### config.mk
export PLATFORM = sky130hd
export DESIGN_NAME = imm_compress
export DESIGN_NICKNAME = d
export VERILOG_FILES = /design/src/rtl/imm_pkg.sv /design/src/rtl/imm_fit_check.sv /design/src/rtl/imm_compress.sv
export SDC_FILE = /design/constraint.sdc
export NUM_CORES = 1
export LEC_CHECK = 0
export CAP_MARGIN = 30
export CORE_MARGIN = 5
export CORE_UTILIZATION = 32
export DETAILED_ROUTE_END_ITERATION = 16
export HOLD_SLACK_MARGIN = 0.12
export PLACE_DENSITY = 0.61
export SLEW_MARGIN = 20
export SYNTH_ARGS = -nofsm -noshare
export SYNTH_HDL_FRONTEND = slang
export SYNTH_SLANG_ARGS = --single-unit
### constraint.sdc
create_clock -name clk -period 6.4 [get_ports clk]
set_input_delay 0.64 -clock clk [delete_from_list [all_inputs] [get_ports clk]]
set_output_delay 0.64 -clock clk [all_outputs]
set_load 0.03 [all_outputs]
### src/rtl/imm_pkg.sv
// Shared immediate-encoding constants and the compressor state type.
package imm_pkg;

   localparam int unsigned DATA_W     = 16;
   localparam int unsigned CHUNK_W    = 7;
   localparam int unsigned MAX_CHUNKS = (DATA_W + CHUNK_W - 1) / CHUNK_W;

   typedef enum logic {
      IDLE = 1'b0,
      EMIT = 1'b1
   } state_t;

endpackage

### src/rtl/imm_fit_check.sv
// Finds the fewest CHUNK_W-bit chunks that rebuild in_data exactly under
// sign extension of the first chunk.
module imm_fit_check #(
   parameter int unsigned DATA_W  = imm_pkg::DATA_W,
   parameter int unsigned CHUNK_W = imm_pkg::CHUNK_W
) (
   input  logic [DATA_W-1:0] in_data,
   output logic [1:0]        n
);

   localparam int unsigned MAX_CHUNKS = (DATA_W + CHUNK_W - 1) / CHUNK_W;

   // Value fits in k chunks when every bit at or above k*CHUNK_W-1 equals the sign.
   function automatic logic fits(input logic [DATA_W-1:0] d, input int k);
      logic signed [DATA_W-1:0] top;
      top = $signed(d) >>> (k * int'(CHUNK_W) - 1);
      return (top == '0) || (top == '1);
   endfunction

   always_comb begin
      n = 2'(MAX_CHUNKS);
      for (int k = int'(MAX_CHUNKS) - 1; k >= 1; k--) begin
         if (fits(in_data, k)) n = 2'(k);
      end
   end

endmodule

### src/rtl/imm_compress.sv
// Splits a signed word into the minimum number of chunks, MS chunk first.
// Optional chunk handshake counter: define IMM_COMPRESS_CNT_EN.
module imm_compress #(
   parameter int unsigned DATA_W  = imm_pkg::DATA_W,
   parameter int unsigned CHUNK_W = imm_pkg::CHUNK_W
) (
   input  logic               clk,
   input  logic               rst_n,
   input  logic               in_valid,
   input  logic [DATA_W-1:0]  in_data,
   output logic               in_ready,
   output logic               out_valid,
   output logic [CHUNK_W-1:0] out_chunk,
   output logic               out_last,
   output logic [1:0]         out_idx,
   input  logic               out_ready
`ifdef IMM_COMPRESS_CNT_EN
   ,
   output logic [15:0]        chunk_cnt
`endif
);

   localparam int unsigned MAX_CHUNKS = (DATA_W + CHUNK_W - 1) / CHUNK_W;
   localparam int unsigned EXT_W      = MAX_CHUNKS * CHUNK_W;

   imm_pkg::state_t  state;
   imm_pkg::state_t  state_nxt;
   logic [EXT_W-1:0] ext_in;
   logic [EXT_W-1:0] word_q;
   logic [1:0]       n_q;
   logic [1:0]       n_fit;
   logic [1:0]       idx_nxt;
   logic             in_hs;
   logic             out_hs;

   // Chunk idx of an n-chunk word, counted from the most-significant end.
   function automatic logic [CHUNK_W-1:0] pick(input logic [EXT_W-1:0] w,
                                                input logic [1:0]       n,
                                                input logic [1:0]       idx);
      return CHUNK_W'(w >> ((int'(n) - 1 - int'(idx)) * int'(CHUNK_W)));
   endfunction

   imm_fit_check #(
      .DATA_W  (DATA_W),
      .CHUNK_W (CHUNK_W)
   ) u_fit (
      .in_data (in_data),
      .n       (n_fit)
   );

   assign ext_in  = EXT_W'($signed(in_data));
   assign in_hs   = in_valid & in_ready;
   assign out_hs  = out_valid & out_ready;
   assign idx_nxt = out_idx + 2'd1;

   always_ff @(posedge clk or negedge rst_n) begin
      if (!rst_n) state <= imm_pkg::IDLE;
      else        state <= state_nxt;
   end

   always_comb begin
      state_nxt = state;
      case (state)
         imm_pkg::IDLE: if (in_valid)              state_nxt = imm_pkg::EMIT;
         imm_pkg::EMIT: if (out_ready && out_last) state_nxt = imm_pkg::IDLE;
         default:                                  state_nxt = imm_pkg::IDLE;
      endcase
   end

   always_comb begin
      in_ready  = (state == imm_pkg::IDLE);
      out_valid = (state == imm_pkg::EMIT);
   end

   // Word capture and chunk presentation; chunk fields only move on a handshake.
   always_ff @(posedge clk or negedge rst_n) begin
      if (!rst_n) begin
         word_q    <= '0;
         n_q       <= 2'd1;
         out_chunk <= '0;
         out_idx   <= 2'd0;
         out_last  <= 1'b0;
      end else if (in_hs) begin
         word_q    <= ext_in;
         n_q       <= n_fit;
         out_chunk <= pick(ext_in, n_fit, 2'd0);
         out_idx   <= 2'd0;
         out_last  <= (n_fit == 2'd1);
      end else if (out_hs) begin
         if (!out_last) begin
            out_chunk <= pick(word_q, n_q, idx_nxt);
            out_idx   <= idx_nxt;
            out_last  <= (idx_nxt == n_q - 2'd1);
         end else begin
            out_chunk <= '0;
            out_idx   <= 2'd0;
            out_last  <= 1'b0;
         end
      end
   end

`ifdef IMM_COMPRESS_CNT_EN
   always_ff @(posedge clk or negedge rst_n) begin
      if (!rst_n)      chunk_cnt <= 16'd0;
      else if (out_hs) chunk_cnt <= chunk_cnt + 16'd1;
   end
`else
   // Handshake counter not built.
`endif

endmodule

==> results of run 1 <==
## area by class of cell
type,instances,area [um2],area share
Multi-Input combinational cell,235,1590,0.532
Clock buffer,7,86.3,0.0289
Clock inverter,1,30.0,0.0101
Sequential cell,29,727,0.244
Timing Repair Buffer,34,333,0.112
Inverter,25,93.8,0.0314
Tap cell,102,128,0.0428
## routing by layer
layer	global-route usage	share of wire	vias to the layer above
met2	0.228	0.46	48
met4	0.0245	0.0059	0
met5	0	0	-
met1	0.195	0.49	1112
met3	0.0323	0.044	4
li1	-	-	1134
## cells by family (layout without fill, tap and decap cells)
kind of cell / Yosys count / after routing / share of synthesized area
compound gates: 71 / 71 / 0.195
fa+ha+maj: 14 / 14 / 0.0806
xor+xnor: 9 / 9 / 0.0321
mux: 19 / 19 / 0.110
buf+inv: 39 / 67 / 0.0597
flops: 29 / 29 / 0.296
simple gates: 122 / 122 / 0.226
## sequential cells by signal, indices dropped and copies added, names as in the netlist
register and cells:
out_last 1, word_q 16, out_valid 1, out_chunk 7, n_q 2, out_idx 2
## Yosys cell counts, types with 3 or more instances
library cell,count
xnor2_1,6
o22ai_1,3
mux2i_1,9
a31oi_1,6
nand3_1,5
nand2_1,70
fa_1,3
nor4_1,3
a211oi_1,5
a21oi_1,15
nand4_1,3
o21ai_0,16
dfrtp_1,28
nand3b_1,4
mux4_2,6
clkbuf_1,14
ha_1,11
mux2_2,4
xor2_1,3
nor2_1,17
nor3_1,6
o211ai_1,4
o221a_2,3
inv_1,25
## worst max path at each step
stage          cells past startpoint      endpoint       start
2_1_floorplan                     16  out_chunk[3]  out_idx[0]
3_3_place_gp                      15  out_chunk[3]      n_q[0]
3_5_place_dp                      15  out_chunk[3]      n_q[0]
4_1_cts                           15  out_chunk[3]      n_q[0]
5_1_grt                           15  out_chunk[2]      n_q[0]
6_report                          15  out_chunk[3]      n_q[0]
## critical path, cell delays in order (launching register included)
cell and delay, ns:
dfstp_2 0.54, inv_1 0.04, ha_1 0.34, fa_1 0.59, inv_1 0.07, ha_1 0.51
ha_1 0.40, ha_1 0.16, inv_1 0.05, fa_1 0.42, nand3b_1 0.22, or4b_1 0.49
a211o_1 0.34, a211o_1 0.31, or4_4 0.43, o31ai_1 0.21
## stage by stage
stage | cell area (um2) | util | std cells | setup WS [ns] | hold slack [ns]
4_1_cts | 2980 | 0.392 | 433 | 1.22 | 0.496
5_1_grt | 2980 | 0.392 | 433 | 0.889 | 0.528
2_1_floorplan | 2450 | - | 303 | 1.30 | 0.344
3_3_place_gp | 2860 | 0.376 | 425 | 1.32 | 0.484
6_report | 2980 | 0.392 | 433 | 1.20 | 0.488
3_5_place_dp | 2870 | 0.377 | 425 | 1.22 | 0.479
==> metrics.cfg, run 1 <==
[critical_path]
required_ns=6.58
cp-end-kind=flip-flop
rrSetupSlack_ns=1.20
r2r_start=n_q[0]
regToRegEndpoint=out_chunk[3]
reg2regPathDepth=15
cp_max_fo=15
startpoint_type=flip-flop
arrival_ns=5.38
critical_path_class=flip-flop to flip-flop

[sta]
setup_violations=0
rsz0062_at_grt=no
max_clock_freq_mhz=192
fin_crit_ns=5.20
fin_tns_setup_ns=0
tightest_slew_ns=0.825
fin_crit_sh=0.813
hold_viol_final=0
max_slew_margin=0.450
skew_ns=0.00246
maxSlewViolCount=0

[cells_and_area]
diodes=0
fillCellCount=826
nets=364
area_growth_pct=21.6
layout_commonest_cell=nand2_1
drive_gt1_frac=0.0846
final_cell_mix=nand2_1 (70), clkdlybuf4s50_1 (31), dfrtp_1 (28)

[drt]
vias=2298
wl_um=6600
vias_per_cell=5.31
drt_first_iter_violations=96
ant_nets=0
wl_per_cell_um=15.2
drc=0
drt_pass1_iterations=4

[floorplan]
pin_count=32
rows=32
fp.dieH_um=97.6
dieArea_um2=9520
initial_core_util=0.323
die_x_um=97.6
core_um2=7610

[clock_tree]
cts_buffers=5
post_cts_buffers=0
ctsResizeCount=0
clk_latency_ns=0.28
cts_hold_buf=0
clock_sinks=29
ctsLongestPathBuffers=2
cts-root-buf=clkbuf_8
htreeDepth=2
cts_tree=done
path_clk_slew_ns=0.06

[placement]
globalplace.congestion=0.815
io_buffers=31
dpl.hpwl_um=5140

[synth]
yosys_warnings=0
synth_top_area_cell=dfrtp_1
ys_seq_area_frac=0.296
netlist_top_cells_area=dfrtp_1 (29%), nand2_1 (11%), ha_1 (5.6%)
ys_ff_latch=29
synth.avg_cell_area_um2=8.10
async_flop_share=1.00
synthCells=303
syn_nets=337
synth_edf_count=0
syn-cell-area_um2=2450
synth_top_area_share=0.286
ys.flop_type=dfrtp_1
synthDistinctLibCells=48

[worst_hold_path]
worstHoldPathType=flip-flop to flip-flop
hold_path.startpoint=word_q[0]
hold_end=word_q[0]
whs_path_depth=2

[global_route]
grt_pass1_vias=2233
gr-usage-all-layers=0.141
grt_overflow_total=0
grt_pass1_wl_um=11100
grt_max_degree=30
antenna_found_initial=0

[job]
maxCapViolations=0

[outcome]
outcome=completed

Power of run 1 is left out: the tool's default activity adds up to more than one toggle a clock period on the data nets, which glitch-free logic cannot reach.
==> run 2, diff against run 1 <==
Settings changed: PLACE_DENSITY 0.61 to 0.63.
Clock period 6.4 ns to 4.4 ns, I/O delays scaled along.
==> run 2 against run 1 <==
Effect of this change: the flow now finishes with violations (negative setup slack); highest routed layer unchanged; clock skew is 0.0067 ns higher; routed wire length is 10% higher; register-to-register slack worse by 1.6 ns; non-clock buffer count is 31 higher; design area is 12% higher; utilization is 4.9 points higher; die area stayed put; sequential share of layout area is 2.6 points lower; largest cell class unchanged.
==> metrics.cfg, run 2 (synthesis results as in run 1) <==
[placement]
globalplace.congestion=0.909
dpl.hpwl_um=5420
io_buffers=31

[critical_path]
r2r_start=n_q[0]
critical_path_class=flip-flop to flip-flop
rrSetupSlack_ns=-0.38
crit_slowest_cell=fa_2
regToRegEndpoint=out_chunk[2]
arrival_ns=5.00
crit_cells=15
reg2regPathDepth=15
crit_buf_inv=3
startpoint_type=flip-flop
cpMostUsedCell=ha_1
critPathCapture=out_chunk[2]
cp_max_fo=3
startpoint=n_q[0]
required_ns=4.62
max_stage_delay_ns=0.58
cp-end-kind=flip-flop
path_cells=inv_2 -> ha_4 -> fa_2 -> inv_2 -> ha_1 -> ha_1 -> ha_1 -> inv_1 -> fa_2 -> nand3b_1 -> or4b_4 -> a211o_1 -> a211o_1 -> a2111oi_1 -> o221a_2
path_delay_family=adder cells

[global_route]
grt_overflow_total=0
antenna_found_initial=0
grtUsageMet1=0.207
grtUsageMet2=0.247
met3_usage=0.0266
gr-usage-all-layers=0.153
top_usage_layer=met2
grt_pass1_vias=2430
grt_pass1_wl_um=11900
grt_max_degree=30

[cells_and_area]
nets=395
largest_reg_flops=16
layout_commonest_cell=nand2_1
final_cell_mix=nand2_1 (70), buf_4 (32), clkdlybuf4s50_1 (31)
drive_gt1_frac=0.240
fillCellCount=783
area_growth_pct=36.7
diodes=0
largestRegisters=word_q: 16 flops, out_chunk: 7 flops
regMostFlops=word_q

[sta]
max_clock_freq_mhz=209
fin_crit_ns=4.78
tightest_slew_ns=0.845
whs_ns=0.495
hold_viol_final=0
max_slew_margin=0.435
maxSlewViolCount=0
skew_ns=0.00915
setup_violations=6
setup_slack_ns=-0.382
rsz0062_at_grt=yes
fin_crit_sh=1.09

[floorplan]
pin_count=32
fp.dieH_um=97.6
dieArea_um2=9520
core_um2=7610
die_x_um=97.6
rows=32
initial_core_util=0.323

[clock_tree]
cts-root-buf=clkbuf_8
cts_hold_buf=0
clock_sinks=29
cts_tree=done
ctsLongestPathBuffers=2
cts_buffers=5
clk_latency_ns=0.28
htreeDepth=2
path_clk_slew_ns=0.07

[drt]
vias=2443
wl_per_cell_um=15.7
drt_pass1_iterations=4
drc=0
drt_first_iter_violations=141
vias_per_cell=5.27
ant_nets=0
wl_um=7280

[worst_hold_path]
worstHoldPathType=flip-flop to flip-flop

[outcome]
outcome=finished with violations
failed_checks=negative setup slack

[job]
maxCapViolations=0

-- run 2: how the worst min path moves through the flow --
stage	startpoint	endpoint	slack (ns)	cells past startpoint
2_1_floorplan	rst_n	n_q[1]	0.14	0
3_3_place_gp	word_q[0]	word_q[0]	0.48	2
3_5_place_dp	word_q[0]	word_q[0]	0.48	2
4_1_cts	word_q[0]	word_q[0]	0.50	2
5_1_grt	word_q[0]	word_q[0]	0.54	2
6_report	word_q[0]	word_q[0]	0.49	2
-- run 2: per-stage QoR --
step	TNS (ns)	instance area, um2	setup WS, ns	utilization	cells
after global routing	-2.64	3350	-0.520	0.441	464
after detailed placement	-1.46	3050	-0.404	0.401	446
final	-1.70	3350	-0.382	0.441	464
after global placement	-0.819	3050	-0.286	0.401	446
after CTS	-1.25	3220	-0.318	0.423	460
after floorplan	-0.487	2490	-0.213	-	303
-- run 2: routing by layer --
layer	wire (um)	vias up
met4	93	0
met5	0	-
met3	306	9
met2	3590	63
li1	-	1195
met1	3290	1176
-- run 2: layout make-up --
| type | count | area [um2] | share of cell area |
|---|---|---|---|
| clock buffer | 6 | 72.6 | 0.0216 |
| clock inverter | 2 | 10.0 | 0.00299 |
| inverter | 25 | 93.8 | 0.0280 |
| multi-input combinational | 235 | 1750 | 0.521 |
| sequential | 29 | 729 | 0.218 |
| tap | 102 | 128 | 0.0381 |
| timing repair buffer | 65 | 573 | 0.171 |
-- run 2: what timing repair did --
| item | in CTS | in global routing |
|---|---|---|
| pin swaps | 4 | 14 |
| gates cloned | 0 | 0 |
| setup endpoints to repair | 7 | 7 |
| buffers inserted | 6 | 5 |
| gates resized for setup | 7 | 18 |
-- run 2: worst min-delay path, delay by kind of cell (launching register included) --
family | cells | cell delay, ns
AND/OR/NAND/NOR | 2 | 0.12
flip-flops | 1 | 0.35
Power of run 2 is left out for the same reason.
==> run 3, diff against run 2 <==
Settings changed: CORE_MARGIN 5 to 1.5.
==> run 3 against run 2 <==
Effect of this change: the flow still finishes with violations (negative setup slack); critical endpoint is now out_chunk[3]; global-route usage is 1.8 points higher; setup slack improved by 0.13 ns; sequential cell count did not move; critical path type unchanged; design area is 2.9% lower; first-iteration DRC count rose by 48%; maximum frequency is 2.8% higher.
==> metrics.cfg, run 3 (synthesis results as in run 1) <==
[sta]
skew_ns=0.0110
setup_slack_ns=-0.252
hold_viol_final=0
max_clock_freq_mhz=215
maxSlewViolCount=0
setup_violations=6
rsz0062_at_grt=yes
tightest_slew_ns=0.810
fin_crit_sh=1.06
fin_crit_ns=4.65
fin_tns_setup_ns=-0.782
max_slew_margin=0.460

[cells_and_area]
nets=389
regMostFlops=word_q
diodes=0
drive_gt1_frac=0.208
fillCellCount=734
layout_commonest_cell=nand2_1
largest_reg_flops=16
area_growth_pct=32.7
seqCellArea_um2=729
final_cell_mix=nand2_1 (70), clkdlybuf4s50_1 (31), dfrtp_1 (26), buf_4 (26), inv_1 (20)
multi_input_area_um2=1700
largestRegisters=word_q: 16 flops, out_chunk: 7 flops

[worst_hold_path]
whs_path_depth=2
worstHoldPathType=flip-flop to flip-flop

[placement]
io_buffers=31
dpl.hpwl_um=5210
globalplace.congestion=0.869

[floorplan]
initial_core_util=0.335
pin_count=32
rows=31
dieArea_um2=8200
die_x_um=90.6
fp.dieH_um=90.6
core_um2=7330

[clock_tree]
clk_latency_ns=0.28
htreeDepth=2
path_clk_slew_ns=0.07
clock_sinks=29
cts_buffers=5
cts-root-buf=clkbuf_8
ctsLongestPathBuffers=2
cts_tree=done

[global_route]
gr-usage-all-layers=0.171
grt_max_degree=30
antenna_found_initial=0
grt_pass1_vias=2285
grt_pass1_wl_um=11200
grt_overflow_total=0

[drt]
vias=2411
drt_first_iter_violations=208
wl_um=6840
vias_per_cell=5.30
drc=0
ant_nets=0
wl_per_cell_um=15.0
drt_pass1_iterations=4

[critical_path]
cp_max_fo=3
arrival_ns=4.84
critical_path_class=flip-flop to flip-flop
startpoint_type=flip-flop
required_ns=4.59
reg2regPathDepth=16
cp-end-kind=flip-flop

[job]
maxCapViolations=0

[outcome]
outcome=finished with violations
failed_checks=negative setup slack

[run 3: cell types whose count changed in the layout (fill, tap and decap cells not counted), moves of 2 or more]
cell      previous run  this run
buf_4               32        26
clkbuf_1             1         3
clkinv_2             2         0
xnor2_1              4         6
[run 3: final cells by class]
| cell class | count | area share |
|---|---|---|
| timing repair buffer | 59 | 0.162 |
| tap | 99 | 0.0380 |
| inverter | 25 | 0.0288 |
| multi-input combinational | 235 | 0.522 |
| sequential | 29 | 0.224 |
| clock buffer | 8 | 0.0246 |
[run 3: layer usage]
metal  up-vias  track usage  part of all wire
li1       1188            -                 -
met1      1153        0.232              0.46
met2        59        0.276              0.48
met3        11       0.0269             0.039
met4         0       0.0542             0.020
met5         -            0                 0
[run 3: path summary, 6_finish.rpt]
kind,slack (ns),start,end
worst max-delay path,-0.25,n_q[0],out_chunk[3]
worst min-delay path,0.50,out_chunk[6],out_chunk[6]
worst max register to register,-0.25,n_q[0],out_chunk[3]
worst min register to register,0.50,out_chunk[6],out_chunk[6]
max in group asynchronous,3.55,rst_n,n_q[0]
min in group asynchronous,0.54,rst_n,word_q[14]
[run 3: repair_timing]
item                                    CTS  global route
endpoints found under the setup margin    5             7
resized for setup                         7            12
setup buffers                             2             4
hold buffers                              0             0
pin swaps                                 6             7
[run 3: critical path: stages (launching register included)]
cell	delay, ns
dfstp_2	0.55
inv_2	0.04
ha_4	0.23
fa_2	0.55
inv_2	0.06
ha_4	0.25
inv_2	0.03
fa_2	0.57
inv_2	0.05
ha_4	0.22
a21o_1	0.15
a21oi_2	0.15
or4b_1	0.45
a211o_1	0.29
a211o_1	0.30
or4_4	0.43
o31ai_2	0.22
[run 3: per-stage QoR]
stage	worst slack (ns)	hold WS (ns)	std cells	area [um2]	utilization
2_1_floorplan	-0.213	0.144	303	2490	-
3_3_place_gp	-0.285	0.494	441	3030	0.414
3_5_place_dp	-0.405	0.502	441	3030	0.414
4_1_cts	-0.300	0.517	451	3170	0.433
5_1_grt	-0.420	0.546	455	3260	0.444
6_report	-0.252	0.500	455	3260	0.444
Power of run 3 is left out for the same reason.
==> RTL change, RTL diff (settings of run 3) <==
The option `IMM_COMPRESS_CNT_EN` is turned on by a define.
--- a/src/rtl/imm_compress.sv
+++ b/src/rtl/imm_compress.sv
@@ -1,5 +1,7 @@
 // Splits a signed word into the minimum number of chunks, MS chunk first.
 // Optional chunk handshake counter: define IMM_COMPRESS_CNT_EN.
+`define IMM_COMPRESS_CNT_EN
+
 module imm_compress #(
    parameter int unsigned DATA_W  = imm_pkg::DATA_W,
    parameter int unsigned CHUNK_W = imm_pkg::CHUNK_W
Formal check against the unedited RTL (old outputs only; new: chunk_cnt): equivalent (Yosys induction, for registers that start in step).
==> RTL change against run 3 <==
The run now ends clean; synthesized area rose by 26%; sequential cell count rose by 16; clock skew fell by 0.0051 ns; routed wire length rose by 20%; setup slack improved by 0.30 ns; cell area rose by 26%; count of clock-buffer cells in the layout fell by 3.
Power is left out: the tool's default activity adds up to more than one toggle a clock period on the data nets, which glitch-free logic cannot reach.
==> RTL change: results (changes against run 3) <==
register share of the cell area=0.2745 (+0.05055); placed cells=550 (+25%); post-synthesis sequential area ratio=0.3636 (+0.06732); pre-CTS setup slack=-0.1323 ns (+0.2725 ns); maximum fanout along the worst path=5 (+2); layout cells sized above 1=0.1547 (-0.05313); Worst-path clk slew=0.09 ns (+0.02 ns); biggest registers after layout=chunk_cnt x16, word_q x16, out_chunk x7; PortBufs=47 (+52%); largest net degree at the start of global routing=33 (+10%); detailed placement HPWL=6.425 mm (+23%); number of global-route vias before repair=2719 (+19%); post-synthesis compound-gate area fraction=0.1372 (-0.05759); CTS resizes=4 (-3); worst skew pair latency=0.31 ns (+0.03 ns); average size of a mapped cell=8.565 µm² (+5.8%); Via density=5.130 (-3.2%); CLK BUF=5 (-3); Post-synth top flop=dfrtp_1; #MultiIn Comb=282 (+20%); Mapped Area=3100 µm² (+26%); signal buffers share of area=0.1728 (+0.01064); Reg area=1127 µm² (+55%); Met2 Wirelength=3.719 mm (+14%); initial drt markers=181 (-13%); Placer Congestion=0.9865 (+14%); WL met1=3.813 mm (+20%); filler cell count=917 (+25%); Post-DP Area=3887 µm² (+28%); nonclk inv count=21 (-16%); Synth area leaders=dfrtp_1 (36%), nand2_1 (9.4%), xnor2_1 (5.1%); Multi-input gate area=1911 µm² (+12%); Synth top cells by count=nand2_1 (78), dfrtp_1 (44), nor2_1 (34), inv_1 (21), xnor2_1 (18); mux share of post-synthesis cell area=0.08313 (-0.02702); Layout clock area frac=0.02895 (+0.004359); Slew HR=0.4771 (+0.01728); adder-cell area share of the yosys netlist=0.06780 (-0.01277); wire length per cell=14.65 µm (-2.6%); first-pass GRT wire length=13.18 mm (+18%); skew final=0.005926 ns (-0.005123 ns); Total GRT Usage=0.1632 (-0.007671); clk sinks=45 (+55%); CTS Hold Buffers Added=1 (+1); post-route worst setup slack=0.05151 ns (+0.3033 ns); Final nets=467 (+20%); Netlist cell types=50 (+4.2%); outcome=finished clean; Post-Synth XOR/XNOR Area=0.06780 (+0.03567); net count after synthesis=397 (+18%); Fin Hold WS=0.4728 ns (-0.02765 ns); setup bufs post-CTS=0 (-2); CP arrival=4.53 ns (-0.31 ns); Final Routed Wirelength=8.235 mm (+20%); metal3 WL=587 µm (+120%)
RTL change: worst paths after layout:
kind	endpoint	start	cells after the start
worst min register to register	chunk_cnt[15]	chunk_cnt[15]	1
max in group asynchronous	word_q[0]	rst_n	3
worst max-delay path	out_chunk[3]	n_q[0]	16
min in group asynchronous	out_last	rst_n	2
worst min-delay path	chunk_cnt[15]	chunk_cnt[15]	1
worst max register to register	out_chunk[3]	n_q[0]	16
RTL change: kinds of logic after synthesis:
kind of cell,count (synthesis)
XOR/XNOR,24
adder cells (fa/ha/maj),15
buffers and inverters,35
AO/OA/AOI/OAI,61
multiplexers,20
flip-flops,45
AND/OR/NAND/NOR,162
RTL change: layer usage:
layer | track usage | vias up
met2 | 0.2540 | 111
met4 | 0.04594 | 0
met5 | 0 | -
met1 | 0.2345 | 1351
li1 | - | 1409
met3 | 0.02692 | 12
